## config.mk

```make
export PLATFORM = sky130hd
export DESIGN_NAME = fetch_queue
export DESIGN_NICKNAME = d
export VERILOG_FILES = /design/src/rtl/fetch_queue_pkg.sv /design/src/rtl/fetch_queue.sv
export SDC_FILE = /design/constraint.sdc
export NUM_CORES = 1
export LEC_CHECK = 0
export BUFFER_PORTS_ARGS = -buffer_cell sky130_fd_sc_hd__buf_2
export CORE_AREA = 5 5 134 168
export DETAILED_ROUTE_END_ITERATION = 10
export DIE_AREA = 0 0 139 173
export GPL_TIMING_DRIVEN = 0
export HOLD_SLACK_MARGIN = 0.02
export PLACE_DENSITY = 0.76
export SETUP_SLACK_MARGIN = 0.5
export SKIP_CTS_REPAIR_TIMING = 1
export SLEW_MARGIN = 20
export SYNTH_ARGS = -nofsm -noshare
export SYNTH_HDL_FRONTEND = slang
export SYNTH_SLANG_ARGS = --single-unit
```

## constraint.sdc

```tcl
create_clock -name clk -period 4 [get_ports clk]
set_input_delay 0.2 -clock clk [delete_from_list [all_inputs] [get_ports clk]]
set_output_delay 0.2 -clock clk [all_outputs]
set_load 0.01 [all_outputs]
```

## src/rtl/fetch_queue_pkg.sv

```systemverilog
// Shared pipeline definitions for the fetch queue and the decode stage.
package fetch_queue_pkg;

  localparam int ENTRY_WIDTH = 32;

  // Decode also uses this word as its flush value, so an empty queue looks like a bubble
  localparam logic [31:0] NOP_INSTRUCTION = 32'h00000013;

  typedef struct packed {
    logic [ENTRY_WIDTH-1:0] pc;
    logic [ENTRY_WIDTH-1:0] instruction;
  } fetch_entry_t;

endpackage

```

## src/rtl/fetch_queue.sv

```systemverilog
// Circular instruction fetch queue between the instruction engine and decode.
// Fetch can run ahead of decode through stalls. A redirect flush drains the queue in one cycle.
module fetch_queue
  import fetch_queue_pkg::*;
#(
  parameter int DEPTH     = 4,
  parameter int REG_WIDTH = ENTRY_WIDTH
) (
  input  logic                     clk,
  input  logic                     rst,
  input  logic                     i_flush,
  input  logic                     i_push_valid,
  input  logic [REG_WIDTH-1:0]     i_push_pc,
  input  logic [REG_WIDTH-1:0]     i_push_instruction,
  output logic                     o_push_ready,
  output logic                     o_pop_valid,
  output logic [REG_WIDTH-1:0]     o_pop_pc,
  output logic [REG_WIDTH-1:0]     o_pop_instruction,
  input  logic                     i_pop,
  output logic [$clog2(DEPTH):0]   o_count,
  output logic                     o_overflow
);

  localparam int PW = $clog2(DEPTH);
  localparam int CW = PW + 1;

  fetch_entry_t   storage [DEPTH];
  logic [PW-1:0]  wptr;
  logic [PW-1:0]  rptr;
  logic [CW-1:0]  count;
  logic           overflow;
  logic           full;
  logic           empty;
  logic           pop_fire;
  logic           push_fire;
  fetch_entry_t   head;

  assign full  = (count == CW'(DEPTH));
  assign empty = (count == '0);

  // A full queue still takes a push when the head leaves in the same cycle; flush wins over both
  assign pop_fire  = i_pop && !empty && !i_flush;
  assign push_fire = i_push_valid && (!full || pop_fire) && !i_flush;

  assign o_push_ready = !full;
  assign o_pop_valid  = !empty;
  assign o_count      = count;
  assign o_overflow   = overflow;

  // Head is read straight from storage, so a new entry shows up only after it is registered
  always_comb begin
    head              = storage[rptr];
    o_pop_pc          = '0;
    o_pop_instruction = REG_WIDTH'(NOP_INSTRUCTION);
    if (!empty) begin
      o_pop_pc          = head.pc;
      o_pop_instruction = head.instruction;
    end
  end

  // Entry storage has no reset because count and the pointers decide what is valid
  always_ff @(posedge clk) begin
    if (push_fire) begin
      storage[wptr].pc          <= i_push_pc;
      storage[wptr].instruction <= i_push_instruction;
    end
  end

  // Pointer and occupancy bookkeeping, with the pointers wrapping naturally modulo DEPTH
  always_ff @(posedge clk) begin
    if (rst || i_flush) begin
      wptr  <= '0;
      rptr  <= '0;
      count <= '0;
    end else begin
      if (push_fire) wptr <= wptr + PW'(1);
      if (pop_fire)  rptr <= rptr + PW'(1);
      case ({push_fire, pop_fire})
        2'b10:   count <= count + CW'(1);
        2'b01:   count <= count - CW'(1);
        default: count <= count;
      endcase
    end
  end

  // Sticky overflow flag survives a flush so the error stays visible until reset
  always_ff @(posedge clk) begin
    if (rst) begin
      overflow <= 1'b0;
    end else if (i_push_valid && full && !pop_fire && !i_flush) begin
      overflow <= 1'b1;
    end
  end

endmodule

```

* Word level (Yosys, flattened, before mapping)
Memories as Yosys holds them, arrays and structs flattened. A register that Yosys moved wholly into a read port is not among the register bits. Index checks and enable logic that the tools add are counted.
Cells by class: $add $sub $neg 4, equal/unequal tests 3, multiplexer cells 7, reductions and logical operators 15
Operators with widths (number):
- two-way mux 32 bit | 2
- logical AND 1 bit | 7
- case mux 3 bit (2 select lines) | 1
- adder 2 x 1 -> 2 bit, second input constant | 2
- logical NOT 1 bit | 4
- two-way mux 2 bit | 2
- adder 3 x 1 -> 3 bit, second input constant | 1
- == test 3 bit, second input constant | 1
- logical NOT 3 bit | 1
- subtractor 3 x 1 -> 3 bit, second input constant | 1
- == test 2 x 1 -> 1 bit, second input constant | 1
- == test 2 bit, second input constant | 1
- logical OR 1 bit | 2
- two-way mux 1 bit | 2
- nonzero test 2 bit | 1
Storage, ports and cells: register bits 8, memory bits (writable) 256, bits of input ports 69, output and inout bits 70, memories 1
Memories:
- storage | depth 4, bits a word 64, rd ports 1, clocked after memory_dff 1, wr ports 1, RTL line fetch_queue.sv:27 | fetch_entry_t storage [DEPTH];

* Depth between registers and ports, before layout
depth in word-level cells 9, mapped depth 10, mapped depth without buffers 9

* Worst setup path before layout
OpenSTA, ideal clock, no wires.
kind reg-to-reg, start point reg count[0] (netlist: o_count[0]), end point mem storage[0][0] (netlist name), enable pin, setup time 0.429 ns, data arrival time 2.267 ns, setup slack 1.304 ns, stages on the path, launching flop included 4, buffers on the path 1, period minus slack after synthesis 2.696 ns, cells stage by stage dfxtp_1 -> clkbuf_2 -> or4b_4 -> and3_1
Between the ends: cells in the longest elaborated chain, start to end 9
RTL lines:
- start, declared | RTL line fetch_queue.sv:30 | logic [CW-1:0] count;
- start signal, assigned | RTL line fetch_queue.sv:79 | 2'b10: count <= count + CW'(1);
- start signal, assigned | RTL line fetch_queue.sv:80 | 2'b01: count <= count - CW'(1);
- start signal, assigned | RTL line fetch_queue.sv:81 | default: count <= count;
- logical NOT 3 bit | RTL line fetch_queue.sv:39 | assign empty = (count == '0);
- logical NOT 1 bit
- logical AND 1 bit (2 in series) | RTL line fetch_queue.sv:42 | assign pop_fire = i_pop && !empty && !i_flush;
- logical OR 1 bit (*) | RTL line fetch_queue.sv:43 | assign push_fire = i_push_valid && (!full || pop_fire) && !i_flush;
- logical AND 1 bit (*) (2 in series) | RTL line fetch_queue.sv:43
- two-way mux 1 bit (*) | RTL line fetch_queue.sv:63 | if (push_fire) begin
- two-way mux 1 bit (implied by the code) (*) | RTL line fetch_queue.sv:65 | storage[wptr].instruction <= i_push_instruction;
- end, declared | RTL line fetch_queue.sv:27
Every way passes the cells marked *; elsewhere a longest branch is shown, timed or not.

* Final worst setup path
start point reg count[0] (netlist: o_count[0]), end point reg count[2] (netlist: o_count[2])
Between the ends: cells in the longest elaborated chain, start to end 9
RTL lines:
- logical NOT 3 bit | RTL line fetch_queue.sv:39
- logical NOT 1 bit
- logical AND 1 bit (2 in series) | RTL line fetch_queue.sv:42
- logical OR 1 bit | RTL line fetch_queue.sv:43
- logical AND 1 bit (2 in series) | RTL line fetch_queue.sv:43
- == test 2 x 1 -> 1 bit / == test 2 bit (equally long branches) | RTL line fetch_queue.sv:78 | case ({push_fire, pop_fire})
- case mux 3 bit (2 select lines) / nonzero test 2 bit (equally long branches)
Parallel ways exist; a longest one is shown, timed or not. A chain may end at the register's enable or synchronous reset.

==> flow_metrics.tcl <==
set metrics [dict create \
    multi_input_area_sq_um 2190 \
    placed_cells 885 \
    p_seq_share_pct 54.8 \
    yosys_warnings 0 \
    grt_usage_pct 16.0 \
    irDropWorstVdd_v 0.000436 \
    io_buffer_count 138 \
    grt_overflow 0 \
    vias 5194 \
    cts_buffers 26 \
    drv_slew 0 \
    cts_sinks 266 \
    initial_core_util_pct 49.5 \
    die-width_microns 139 \
    drive_gt1_share_pct 36.6 \
    grt_pass1_wl_microns 30500 \
    final_cell_mix "edfxtp_1 (256), buf_2 (144), dlygate4sd3_1 (65)" \
    synth_cells 469 \
    min_from "i_pop" \
    dieArea_sq_um 24000 \
    synth.avg_cell_area_sq_um 21.8 \
    drt_iter0_markers 271 \
    path_cells "clkbuf_2, nor4b_1, nor2_1, inv_1, ha_1, inv_1, fa_1, xor2_1, or3_1, a21oi_1" \
    min_path_type "primary input to register" \
    cts_root_buf "clkbuf_16" \
    diodes 0 \
    cpMostUsedCell "inv_1" \
    power.leakage_nw 4.48 \
    p_clk_share_pct 40.6 \
    max_cap_violations 0 \
    worstSetupStartpoint "o_count[0]" \
    dp_slack_ns 1.60 \
    max_stage_delay_ns 0.53 \
    tightestPinTransition_ns 0.534 \
    ys_ff_latch 266 \
    status "finished clean" \
    fmax_mhz 403 \
    end_kind "register" \
    core-area_sq_um 20700 \
    layout_commonest_cell "edfxtp_1" \
    clockBufferDepth 3 \
    fill_cells 1498 \
    slowest_stage "nor4b_1" \
    cts.clk_slew.worst_paths_ns 0.06 \
    finish.utilization_pct 62.0 \
    yosysUniqueCellTypes 28 \
    rsz0062_at_grt "no" \
    fin_setup_tns_ns 0 \
    seq_area_frac_synth_pct 77.1 \
    insertion_delay_ns 0.50 \
    final_cells 992 \
    comb_power_share_pct 4.6 \
    synth_area_sq_um 10200 \
    grt_pass1_vias 5591 \
    grt_antenna_before_repair 0 \
    power.density_nw_per_um2 442 \
    dr.pass1.iters 4 \
    intPower_mw 4.58 \
    routed_wl_microns 19300 \
    placed_area_sq_um 11400 \
    finalCritPeriodShare_pct 62.1 \
    num-nets-final 779 \
    drtAntennaViolNets 0 \
    crit_fanout 7 \
    via_per_inst 5.24 \
    fp.dieH_microns 173 \
    r2r_start "o_count[0]" \
    timing.final.crit_period_ns 2.48 \
    setup-violations-final 0 \
    grt_start_max_net_pins 40 \
    slew_headroom_pct 63.9 \
    design_area_sq_um 12800 \
    area_delta_synth_final_pct 25.3 \
    rows 59 \
    switchingPower_mw 1.08 \
    htreeDepth 1 \
    drc 0 \
    synthesis.nets 544 \
    wl_per_cell_microns 19.5 \
    critPathKind "register to register" \
    place_congestion 0.706 \
    hold_violations 0 \
    switching_share_pct 19.2 \
    fin_worst_skew_ns 0.00666 \
    hpwlAfterDp_microns 12300 \
    cp-start-kind "register" \
    setup_ws_ns 1.52 \
    worst_ep_arrival_time_ns 2.92 \
    regArea_sq_um 7890 \
    io_pins 139 \
    tritoncts "done" \
    worstPathRequired_ns 4.44 \
]
## metal layers
metal,GRT usage [%],routed length (microns),part of all wire (%),vias up
met5,0,0,0,-
met4,3.06,207,1.1,0
met3,4.06,1050,5.4,19
met2,29.3,10300,54,145
met1,19.3,7730,40,2666
li1,-,-,-,2364
## critical path: cells and delay by family (launching register included)
kind / cells / cell delay, ns
AOI/OAI and AO/OA: 1 / 0.15
DFF: 1 / 0.31
xor gates and xnor gates: 1 / 0.16
and+or+nand+nor: 3 / 0.91
adders and majority gates: 2 / 0.56
buffers and inverters: 3 / 0.32
## power by group through the flow
| stage | clock, mW | sequential, mW | combinational, mW |
|---|---|---|---|
| 2_1_floorplan | 0 | 3.16 | 0.0997 |
| 3_3_place_gp | 0 | 3.16 | 0.197 |
| 3_5_place_dp | 0 | 3.16 | 0.213 |
| 4_1_cts | 2.35 | 3.10 | 0.213 |
| 5_1_grt | 2.49 | 3.10 | 0.285 |
| 6_report | 2.30 | 3.10 | 0.259 |
## layout make-up
| type | instances | area share, % |
|---|---|---|
| Sequential cell | 266 | 61.5 |
| Multi-Input combinational cell | 173 | 17.1 |
| Timing Repair Buffer | 207 | 11.1 |
| Clock buffer | 30 | 5.36 |
| Tap cell | 274 | 2.68 |
| Buffer | 22 | 1.13 |
| Clock inverter | 12 | 0.898 |
| Inverter | 8 | 0.234 |
## state kept, by name, summed over array words and instances, names as in the netlist, named ones only
signal and count:
storage 256, o_count 3, rptr 2, wptr 2, o_overflow 1
## final timing paths
| check | endpoint | slack [ns] | cells past startpoint |
|---|---|---|---|
| worst max-delay path | o_count[2] | 1.52 | 10 |
| worst min-delay path | o_overflow | 0.10 | 4 |
| worst max register to register | o_count[2] | 1.52 | 10 |
| worst min register to register | o_overflow | 0.48 | 2 |
## kinds of logic after synthesis
family	share of synthesized area, %
mux	14.2
simple gates	5.28
fa+ha+maj	0.807
xor+xnor	0.257
compound gates	0.599
flops	77.1
buf+inv	1.71
## metrics by stage
stage          total power [mW]  hold WS [ns]
3_3_place_gp               3.36         0.369
4_1_cts                    5.66        -0.173
2_1_floorplan              3.26         0.272
6_report                   5.66         0.100
5_1_grt                    5.88         0.102
3_5_place_dp               3.38         0.370
## synthesized netlist by cell type
master	instances	share of area [%]
a21oi_1	5	0.24
a41oi_1	1	0.086
and2_1	61	3.7
and3_1	4	0.24
buf_2	6	0.29
buf_6	7	0.77
clkbuf_1	7	0.26
clkbuf_2	2	0.098
dfxtp_1	10	2.0
edfxtp_1	256	75
fa_1	1	0.20
ha_1	5	0.61
inv_1	8	0.29
mux4_1	4	1.0
mux4_2	60	13
nand2_1	2	0.073
nand2b_1	1	0.061
nand3_1	2	0.098
nor2_1	9	0.33
nor2b_1	1	0.061
nor3_2	1	0.098
nor4b_1	1	0.086
o21ai_0	4	0.20
o31ai_1	1	0.073
or2_2	4	0.24
or3_1	2	0.12
or4b_4	1	0.13
xor2_1	3	0.26
No activity file was read; power rests on OpenSTA's default activity.
